==> config.mk <==
export PLATFORM = sky130hd
export DESIGN_NAME = alu
export DESIGN_NICKNAME = d
export VERILOG_FILES = /design/src/rtl/alu.sv
export SDC_FILE = /design/constraint.sdc
export NUM_CORES = 1
export LEC_CHECK = 0
export ABC_AREA = 1
export BUFFER_PORTS_ARGS = -buffer_cell sky130_fd_sc_hd__clkbuf_2
export CAP_MARGIN = 20
export CELL_PAD_IN_SITES_DETAIL_PLACEMENT = 0
export CELL_PAD_IN_SITES_GLOBAL_PLACEMENT = 1
export CORE_MARGIN = 4
export CORE_UTILIZATION = 37
export CTS_BUF_LIST = sky130_fd_sc_hd__clkbuf_4 sky130_fd_sc_hd__clkbuf_8 sky130_fd_sc_hd__clkbuf_16
export CTS_CLUSTER_SIZE = 30
export DETAILED_ROUTE_END_ITERATION = 10
export PLACE_DENSITY = 0.9
export SLEW_MARGIN = 10
export SYNTH_ARGS = -nofsm -noshare
export SYNTH_HDL_FRONTEND = slang
export SYNTH_SLANG_ARGS = --single-unit
==> constraint.sdc <==
create_clock -name clk -period 0.81 [get_ports clk]
set_input_delay 0.081 -clock clk [delete_from_list [all_inputs] [get_ports clk]]
set_output_delay 0.081 -clock clk [all_outputs]
set_load 0.02 [all_outputs]
==> src/rtl/alu.sv <==
// Single-cycle registered ALU: combinational decode of alucont over a/b,
// with result, signed-overflow and add/sub flag captured on every rising clk.

package alu_pkg;
   localparam int DATAWIDTH_DEFAULT = 32;

   // Operation codes on alucont[4:0]; alucont[5] selects SUB when the code is OP_ADDSUB.
   typedef enum logic [4:0] {
      OP_AND    = 5'b00000,
      OP_OR     = 5'b00001,
      OP_ADDSUB = 5'b00010,
      OP_SLT    = 5'b00011,
      OP_XOR    = 5'b00100,
      OP_NOR    = 5'b00101,
      OP_LUI    = 5'b00110
   } op_e;
endpackage

module alu #(
   parameter int DATAWIDTH = alu_pkg::DATAWIDTH_DEFAULT
) (
   input  logic                 clk,
   input  logic                 reset,
   input  logic [DATAWIDTH-1:0] a,
   input  logic [DATAWIDTH-1:0] b,
   input  logic [5:0]           alucont,
   output logic [DATAWIDTH-1:0] result,
   output logic                 overflow,
   output logic                 sum
);

   localparam int MSB = DATAWIDTH - 1;

   logic                 is_sub;
   logic [DATAWIDTH-1:0] addsub;
   logic [DATAWIDTH-1:0] lui_val;
   logic [DATAWIDTH-1:0] nxt_result;
   logic                 nxt_overflow;
   logic                 nxt_sum;
   logic                 op_valid;

   assign is_sub  = alucont[5];
   assign addsub  = is_sub ? (a - b) : (a + b);
   assign lui_val = DATAWIDTH'({b[15:0], 16'b0});

   // NOTE: every output of this block gets a default first, so no path can
   // leave a value unassigned and infer a latch.
   always_comb begin
      nxt_result   = '0;
      nxt_overflow = 1'b0;
      nxt_sum      = 1'b0;
      op_valid     = 1'b1;
      case (alucont[4:0])
         alu_pkg::OP_AND:    nxt_result = a & b;
         alu_pkg::OP_OR:     nxt_result = a | b;
         alu_pkg::OP_ADDSUB: begin
            nxt_result = addsub;
            nxt_sum    = 1'b1;
            // Subtraction flips the sign test on b: overflow needs unlike signs.
            if (is_sub)
               nxt_overflow = (a[MSB] != b[MSB]) && (addsub[MSB] != a[MSB]);
            else
               nxt_overflow = (a[MSB] == b[MSB]) && (addsub[MSB] != a[MSB]);
         end
         alu_pkg::OP_SLT:    nxt_result = DATAWIDTH'($signed(a) < $signed(b));
         alu_pkg::OP_XOR:    nxt_result = a ^ b;
         alu_pkg::OP_NOR:    nxt_result = ~(a | b);
         alu_pkg::OP_LUI:    nxt_result = lui_val;
         default:            op_valid   = 1'b0;
      endcase
   end

   // NOTE: registered state uses non-blocking assignments so every flop
   // samples pre-edge values regardless of statement order.
   always_ff @(posedge clk or posedge reset) begin
      if (reset) begin
         result   <= '0;
         overflow <= 1'b0;
         sum      <= 1'b0;
      end else begin
         result   <= nxt_result;
         overflow <= nxt_overflow;
         sum      <= nxt_sum;
      end
   end

   InvalidALUControl_a: assert property (@(posedge clk) disable iff (reset) op_valid)
      else $warning("InvalidALUControl_a: undecoded alucont %b", alucont);

endmodule

==> results of run 1 <==
## registers in the layout, summed over array words and instances (netlist names)
signal	flops
overflow	1
sum	1
result	32
## critical path: cells and delay by family
family	cells	cell delay [ps]
AOI/OAI and AO/OA	3	300
adders and majority gates	2	520
and+or+nand+nor	8	820
buffers and inverters	2	150
## layout make-up
| type | instances | share of cell area |
|---|---|---|
| multi-input combinational | 892 | 0.536 |
| timing repair buffer | 423 | 0.289 |
| inverter | 221 | 0.0733 |
| sequential | 34 | 0.0663 |
| tap | 229 | 0.0223 |
| clock buffer | 5 | 0.00975 |
| clock inverter | 3 | 0.00312 |
## routing by layer
layer  part of all wire  global-route usage  up-vias
met1               0.40               0.364     4476
met5                  0                   0        -
li1                   -                   -     4597
met3              0.075              0.0542      112
met2               0.48               0.484      433
met4              0.045               0.105        0
## metrics by stage
stage | worst slack (ps) | std cells | util | power (mW) | area (sq um)
2_1_floorplan | -747 | 1186 | - | 5.33 | 7680
3_3_place_gp | -1310 | 1759 | 0.576 | 8.05 | 10500
3_5_place_dp | -1310 | 1759 | 0.576 | 8.13 | 10500
4_1_cts | -787 | 1772 | 0.616 | 11.0 | 11200
5_1_grt | -925 | 1807 | 0.707 | 13.1 | 12800
6_report | -860 | 1807 | 0.707 | 12.6 | 12800
## power groups by stage
stage | logic (mW) | clock network [mW] | registers [mW]
5_1_grt | 8.71 | 2.54 | 1.84
3_5_place_dp | 6.27 | 0 | 1.85
3_3_place_gp | 6.20 | 0 | 1.85
4_1_cts | 6.73 | 2.48 | 1.82
6_report | 8.21 | 2.50 | 1.84
2_1_floorplan | 3.37 | 0 | 1.96
## layout by cell type (no fill, tap or decap), types with 40 or more instances in the layout
| cell type | count |
|---|---|
| buf_4 | 274 |
| buf_6 | 73 |
| clkbuf_2 | 40 |
| ha_1 | 52 |
| inv_1 | 141 |
| inv_2 | 50 |
| nand2_1 | 183 |
| nand2_2 | 92 |
| nand3_1 | 42 |
| nor2_1 | 78 |
| o22ai_1 | 46 |
## synthesized netlist by cell type, types with 12 or more instances
library cell  count
a21oi_1          62
ha_1             99
o22ai_1          46
nand3_1          77
clkbuf_1         12
inv_1           214
nor3_1           20
a211oi_1         16
dfrtp_1          34
nor2_1          134
nand2_1         295
nand4_1          14
o21ai_0          52
buf_2            16
## what timing repair did
item	4_1_cts	5_1_grt
endpoints found under the hold margin	34	0
setup endpoints to repair	67	67
pin swaps	42	158
hold buffers	1	0
resized for setup	140	442
buffers inserted	4	39
## logic make-up after synthesis
logic type,synth area share
buf+inv,0.149
flops,0.124
xor+xnor,0.00509
compound gates,0.196
simple gates,0.340
fa+ha+maj,0.186
## worst min-delay path by stage
stage / start / to / slack, ps / depth (start not counted)
2_1_floorplan: reset / overflow$_DFF_PP0_ / 20 / 1
3_3_place_gp: reset / result[11]$_DFF_PP0_ / 140 / 3
3_5_place_dp: reset / result[11]$_DFF_PP0_ / 140 / 3
4_1_cts: a[31] / overflow$_DFF_PP0_ / 140 / 5
5_1_grt: a[31] / overflow$_DFF_PP0_ / 190 / 5
6_report: a[31] / overflow$_DFF_PP0_ / 150 / 5
==> reports/qor.csv, run 1 <==
metric,value,unit
Seq pwr share,0.146,
Max Transition Viols Final,0,
CTS buffer count,5,
final-report setup violation count,67,
VDD IR max,0.745,mV
CP dominant cell by count,nand2_2,
required time worst endpoint,1000,ps
die extent in x,144,um
Int Pwr,6.96,mW
maxcap violations,0,
DPL Wire Length,25.3,mm
Core Region,0.0181,sq mm
syn avg cell area,5.80,sq um
largest net degree at the start of global routing,35,
status,"complete, but fails checks",
routed wire length,33.8,mm
multi-input logic area,0.00688,sq mm
Gate Count Post-Synth,1186,
failing checks,negative setup slack,
Tot GR Track Use,0.287,
FP Rows,49,
Crit-path slowest cell,fa_2,
relative slew slack,0.714,
share of layout cells above drive strength 1,0.544,
"EDFF count, synth",0,
setup ws final,-860,ps
Routability Congestion,1.02,
min Tclk post-route,1670,ps
worst hold slack,152,ps
Port Buffers,105,
Routed WL per cell,18.7,um
iteration count of the initial detailed-routing pass,6,
Crit. End Element,flip-flop,
antenna cells,0,
Worst-Margin Slew,426,ps
largest stage delay on the critical path,390,ps
synthesized area,0.00688,sq mm
worst hold path class,primary input to flip-flop,
IO Pins,106,
fillers,1455,
clock sink count,34,
Critical Path Start,a[0],
"Hold Violations, Final",0,
Crit Path Category,primary input to flip-flop,
initial antenna violation count,0,
number of global-route vias before repair,8820,
PD cells,979,mW/mm^2
P&R area growth vs syn,86.5,%
Net Sw Frac,0.445,
Synthesis Warnings,0,
initial core utilization,0.379,
ys flop type,dfrtp_1,
Setup TNS,-26580,ps
gr ovfl total,0,
DR vias,9618,
root buf cell,clkbuf_16,
CTS max path bufs,2,
dominant cells by area after synthesis,"ha_1, nand2_1, dfrtp_1, inv_1, nor2_1",
first-pass GRT wire length,46.0,mm
Yosys reg bits,34,
Leak,6.39,nW
ANT nets after route,0,
initial drt markers,708,
die height,144,um
Yosys top cell by area,ha_1,
sequential cell area,851,sq um
sequential cell area fraction in the yosys report,0.124,
CP endpoint,result[16]$_DFF_PP0_,
"critical path, cell by cell",buf_12 > ha_4 > inv_2 > fa_2 > nand3b_1 > nand2_2 > nand2_2 > nand3_2 > nand3_1 > nand2_2 > nand2_1 > o21ai_2 > a21oi_1 > o21ai_1 > nand2_1,
Clock Power Share,0.199,
full die area,0.0208,sq mm
Setup crit start kind,primary input,
CTS tree,done,
switching pwr,5.59,mW
share of the synthesized area in the top cell type,0.180,
CP Data Arrival Time,1860,ps
"Async S/R FF share, synth",1.00,
Final Cycle Share,2.06,
drc violations,0,
Clock transition at path regs,70,ps
RSZ-0062 raised after global routing,yes,
crit-path max FO,3,
H-tree levels,2,
NumNets Final,1750,
combinational share of power,0.654,
number of distinct library cells after synthesis,45,
number of vias per cell,5.32,
post-synthesis net count,1359,
fmax,0.599,GHz
Power figures use the tool's default switching activity.
==> run 2: changes to the inputs <==
--- a/config.mk
+++ b/config.mk
@@ -20,3 +20,4 @@
 export SYNTH_ARGS = -nofsm -noshare
 export SYNTH_HDL_FRONTEND = slang
 export SYNTH_SLANG_ARGS = --single-unit
+export TNS_END_PERCENT = 1
==> run 2 against run 1 <==
  * The flow still finishes with violations (negative setup slack)
  * Sequential power is essentially flat
  * Non-clock buffer count shrank 22
  * First-iteration DRC count grew 22%
  * Largest cell class unchanged
  * Largest power group unchanged
==> reports/qor.csv, run 2 (synthesis results as in run 1) <==
metric,value,unit,change
status,"complete, but fails checks",,unchanged
failing checks,negative setup slack,,unchanged
Core Region,0.0181,sq mm,unchanged
fin cells,1784,,was 1807
CP Data Arrival Time,1840,ps,was 1860 ps
die height,144,um,unchanged
Tot GR Track Use,0.274,,was 0.287
DPL Wire Length,23.5,mm,was 25.3 mm
worst hold slack,161,ps,was 152 ps
relative slew slack,0.690,,was 0.714
VDD IR max,0.753,mV,was 0.745 mV
initial core utilization,0.379,,unchanged
Crit-path slowest cell,fa_2,,unchanged
fin area,0.0111,sq mm,was 0.0128 sq mm
clock sink count,34,,unchanged
CP top delay family,simple AND/OR/NAND/NOR gates,,unchanged
max reg flops,32,,unchanged
CTS tree,done,,unchanged
pre-CTS setup slack,-1290,ps,was -1310 ps
maxcap violations,0,,unchanged
Routability Congestion,1.13,,was 1.02
H-tree levels,2,,unchanged
Routed WL per cell,16.7,um,was 18.7 um
Final Cycle Share,2.04,,was 2.06
drc violations,0,,unchanged
gr ovfl total,0,,unchanged
largest net degree at the start of global routing,35,,unchanged
Crit Path Category,primary input to flip-flop,,unchanged
share of layout cells above drive strength 1,0.414,,was 0.544
min Tclk post-route,1650,ps,was 1670 ps
Critical Path Start,a[0],,unchanged
"Hold Violations, Final",0,,unchanged
FP Rows,49,,unchanged
PD cells,945,mW/mm^2,was 979 mW/mm^2
most frequent cells in the layout,"buf_4, nand2_1, inv_1",,unchanged
Setup crit start kind,primary input,,unchanged
overall power,10.5,mW,was 12.6 mW
number of global-route vias before repair,9154,,was 8820
iteration count of the initial detailed-routing pass,7,,was 6
worst hold path class,primary input to flip-flop,,unchanged
Placed Area,0.00989,sq mm,was 0.0105 sq mm
P&R area growth vs syn,60.8,%,was 86.5%
antenna cells,0,,unchanged
Worst Min Path Start,a[31],,unchanged
DR vias,9447,,was 9618
largest stage delay on the critical path,400,ps,was 390 ps
setup ws final,-842,ps,was -860 ps
root buf cell,clkbuf_16,,unchanged
number of vias per cell,5.30,,was 5.32
final-report setup violation count,67,,unchanged
initial drt markers,861,,was 708
RSZ-0062 raised after global routing,yes,,unchanged
first-pass GRT wire length,44.8,mm,was 46.0 mm
Post-Place Cells,1772,,was 1759
required time worst endpoint,1000,ps,about the same
"Core Util, Final",0.609,,was 0.707
"most common cell after layout, fill and taps aside",buf_4,,unchanged
Crit. End Element,flip-flop,,unchanged
NumNets Final,1728,,was 1750
routed wire length,29.7,mm,was 33.8 mm
full die area,0.0208,sq mm,unchanged
WP buf/inv,2,,unchanged
"Most flops, register",result,,unchanged
Setup TNS,-25770,ps,was -26580 ps
Port Buffers,105,,unchanged
leading registers by flop count,"result (32), overflow (1), sum (1)",,unchanged
"critical path, cell by cell",clkbuf_16 > inv_12 > ha_4 > fa_2 > o21ai_2 > nand2_1 > nand2_2 > nand2_2 > a21oi_4 > nand2_2 > nand3_2 > nand2_1 > nand3_1 > nand2_1,,was buf_12 > ha_4 > inv_2 > fa_2 > nand3b_1 > nand2_2 > nand2_2 > nand3_2 > nand3_1 > nand2_2 > nand2_1 > o21ai_2 > a21oi_1 > o21ai_1 > nand2_1
CTS max path bufs,2,,unchanged
ANT nets after route,0,,unchanged
initial antenna violation count,0,,unchanged
Worst-Margin Slew,460,ps,was 426 ps
IO Pins,106,,unchanged
fmax,0.605,GHz,was 0.599 GHz
Max Transition Viols Final,0,,unchanged
CTS buffer count,5,,unchanged
die extent in x,144,um,unchanged
Clock transition at path regs,60,ps,was 70 ps
Leak,5.89,nW,was 6.39 nW
crit-path max FO,3,,unchanged
run 2: cell type report:
class / count / area [sq um]
clock buffers: 7 / 140
fillers: 1633 / 7090
inverters: 221 / 845
multi-input cells: 892 / 5980
flip-flops and latches: 34 / 851
well taps: 229 / 287
repair buffers: 401 / 2960
run 2: layer usage:
metal | up-vias | share of wire | wire [um] | track usage
li1 | 4542 | - | - | -
met1 | 4318 | 0.39 | 11500 | 0.324
met2 | 468 | 0.46 | 13800 | 0.465
met3 | 119 | 0.088 | 2610 | 0.0546
met4 | 0 | 0.060 | 1800 | 0.146
met5 | - | 0 | 0 | 0
run 2: repair_timing:
item,CTS,global route
setup buffers,1,3
endpoints found under the hold margin,34,0
setup endpoints to repair,68,68
pin swaps,32,38
gates resized for setup,136,169
hold buffers,1,0
run 2: power by group:
| part | switching [mW] | internal, mW | leakage (nW) |
|---|---|---|---|
| logic | 3.67 | 2.88 | 5.36 |
| registers | 0.0348 | 1.78 | 0.463 |
| clock network | 0.888 | 1.20 | 0.0708 |
run 2: final timing paths:
check                                  endpoint  slack, ps  depth (start not counted)
setup / recovery           result[18]$_DFF_PP0_       -840                         14
hold / removal               overflow$_DFF_PP0_        160                          5
max in group asynchronous  result[15]$_DFF_PP0_        220                          4
min in group asynchronous  result[11]$_DFF_PP0_        380                          4
==> run 3: changes to the inputs <==
--- a/config.mk
+++ b/config.mk
@@ -10,7 +10,7 @@
 export CAP_MARGIN = 20
 export CELL_PAD_IN_SITES_DETAIL_PLACEMENT = 0
 export CELL_PAD_IN_SITES_GLOBAL_PLACEMENT = 1
-export CORE_MARGIN = 4
+export CORE_MARGIN = 2
 export CORE_UTILIZATION = 37
 export CTS_BUF_LIST = sky130_fd_sc_hd__clkbuf_4 sky130_fd_sc_hd__clkbuf_8 sky130_fd_sc_hd__clkbuf_16
 export CTS_CLUSTER_SIZE = 30
==> run 3 against run 2 <==
  * Combinational power up 2%
  * Routed wire length rose by 1.3%
  * The flow still finishes with violations (negative setup slack)
  * Critical path type unchanged
  * Total power up 2.3%
  * Largest power group unchanged
==> reports/qor.csv, run 3 (synthesis results as in run 1) <==
metric,value,unit,change
Final Cycle Share,2.02,,was 2.04
Crit. End Element,flip-flop,,unchanged
pre-CTS setup slack,-1350,ps,was -1290 ps
Worst-Margin Slew,451,ps,was 460 ps
fmax,0.611,GHz,was 0.605 GHz
root buf cell,clkbuf_16,,unchanged
PD cells,964,mW/mm^2,was 945 mW/mm^2
die extent in x,140,um,was 144 um
Post-Place Cells,1776,,was 1772
setup ws final,-827,ps,was -842 ps
initial drt markers,851,,was 861
routed wire length,30.1,mm,was 29.7 mm
H-tree levels,2,,unchanged
largest net degree at the start of global routing,35,,unchanged
NumNets Final,1733,,was 1728
RSZ-0062 raised after global routing,yes,,unchanged
CP Data Arrival Time,1830,ps,was 1840 ps
Setup crit start kind,primary input,,unchanged
min Tclk post-route,1640,ps,was 1650 ps
overall power,10.7,mW,was 10.5 mW
Core Region,0.0181,sq mm,about the same
crit-path max FO,3,,unchanged
CTS max path bufs,2,,unchanged
gr ovfl total,0,,unchanged
most frequent cells in the layout,"buf_4, nand2_1, inv_1",,unchanged
Routed WL per cell,16.8,um,was 16.7 um
"Core Util, Final",0.613,,was 0.609
leading registers by flop count,"result (32), overflow (1), sum (1)",,unchanged
number of global-route vias before repair,9301,,was 9154
Routability Congestion,1.09,,was 1.13
die height,140,um,was 144 um
IO Pins,106,,unchanged
grt peak-use layer,met2,,unchanged
max reg flops,32,,unchanged
failing checks,negative setup slack,,unchanged
DPL Wire Length,23.4,mm,was 23.5 mm
Tot GR Track Use,0.292,,was 0.274
DR vias,9567,,was 9447
CTS tree,done,,unchanged
iteration count of the initial detailed-routing pass,7,,unchanged
status,"complete, but fails checks",,unchanged
Max Transition Viols Final,0,,unchanged
clock sink count,34,,unchanged
Placed Area,0.00992,sq mm,was 0.00989 sq mm
GRT met2 Usage,0.499,,was 0.465
FP Rows,49,,unchanged
first-pass GRT wire length,45.6,mm,was 44.8 mm
required time worst endpoint,1000,ps,about the same
initial antenna violation count,0,,unchanged
number of vias per cell,5.34,,was 5.30
fillers,1667,,was 1633
"Most flops, register",result,,unchanged
final-report setup violation count,67,,unchanged
share of layout cells above drive strength 1,0.418,,was 0.414
maxcap violations,0,,unchanged
ANT nets after route,0,,unchanged
antenna cells,0,,unchanged
worst hold path class,primary input to flip-flop,,unchanged
CTS buffer count,5,,unchanged
P&R area growth vs syn,61.3,%,was 60.8%
fin cells,1790,,was 1784
"Hold Violations, Final",0,,unchanged
met3 Use GR,0.0431,,was 0.0546
relative slew slack,0.696,,was 0.690
fin area,0.0111,sq mm,about the same
Clock transition at path regs,70,ps,was 60 ps
GR Util met1,0.353,,was 0.324
"most common cell after layout, fill and taps aside",buf_4,,unchanged
Crit Path Category,primary input to flip-flop,,unchanged
drc violations,0,,unchanged
full die area,0.0197,sq mm,was 0.0208 sq mm
initial core utilization,0.380,,was 0.379
Port Buffers,105,,unchanged
VDD IR max,0.794,mV,was 0.753 mV
Leak,5.91,nW,was 5.89 nW
run 3: cell count changes in the layout (fill, tap and decap cells not counted), sizes merged:
cell,previous run,this run
buf,329,323
clkbuf,78,89
clkinv,1,2
run 3: critical path, cell delays in order:
cell and delay (ps):
buf_6 90, buf_6 110, buf_6 100, fa_2 390, o21ai_4 210, nand2_2 110, nand2_4 100, nand2_4 50
a21oi_4 210, nand2_2 100, nand3_2 70, nand2_2 50, nand3_2 70, nand2_1 60
run 3: cell type report:
| type | instances | area [sq um] | share of cell area |
|---|---|---|---|
| repair buffers | 406 | 2970 | 0.268 |
| clock buffers | 7 | 146 | 0.0132 |
| multi-input cells | 892 | 5990 | 0.540 |
| inverters | 221 | 842 | 0.0759 |
| well taps | 229 | 287 | 0.0258 |
| clock inverters | 1 | 5.00 | 0.000451 |
| flip-flops and latches | 34 | 851 | 0.0767 |
run 3: report_power, final:
part	leakage, nW	total [mW]	switching (mW)	internal (mW)
Sequential	0.463	1.82	0.0334	1.78
Clock	0.0773	2.23	0.965	1.26
Combinational	5.37	6.65	3.74	2.91
Total	5.91	10.7	4.74	5.95
run 3: routing by layer:
layer  vias up  share of wire
li1       4550              -
met1      4402           0.39
met2       495           0.47
met3       120          0.085
met4         0          0.057
met5         -              0
run 3: per-stage QoR:
stage	hold slack (ps)	setup TNS [ps]
floorplan	223	-22350
global placement	148	-36990
detailed placement	154	-38200
CTS	149	-26430
global route	176	-30230
finish	149	-26780
run 3: repair_timing:
action	in CTS	in global routing
pin swaps	26	54
buffers inserted	0	5
hold endpoints to repair	34	0
gates resized for setup	111	180
hold buffers	1	0
setup endpoints to repair	67	68
run 3: final timing paths:
| check | endpoint | startpoint | slack [ps] | cells after the start |
|---|---|---|---|---|
| max | result[18]$_DFF_PP0_ | b[1] | -830 | 14 |
| min | overflow$_DFF_PP0_ | a[31] | 150 | 5 |
| max in group asynchronous | result[23]$_DFF_PP0_ | reset | 210 | 4 |
| min in group asynchronous | result[31]$_DFF_PP0_ | reset | 380 | 4 |
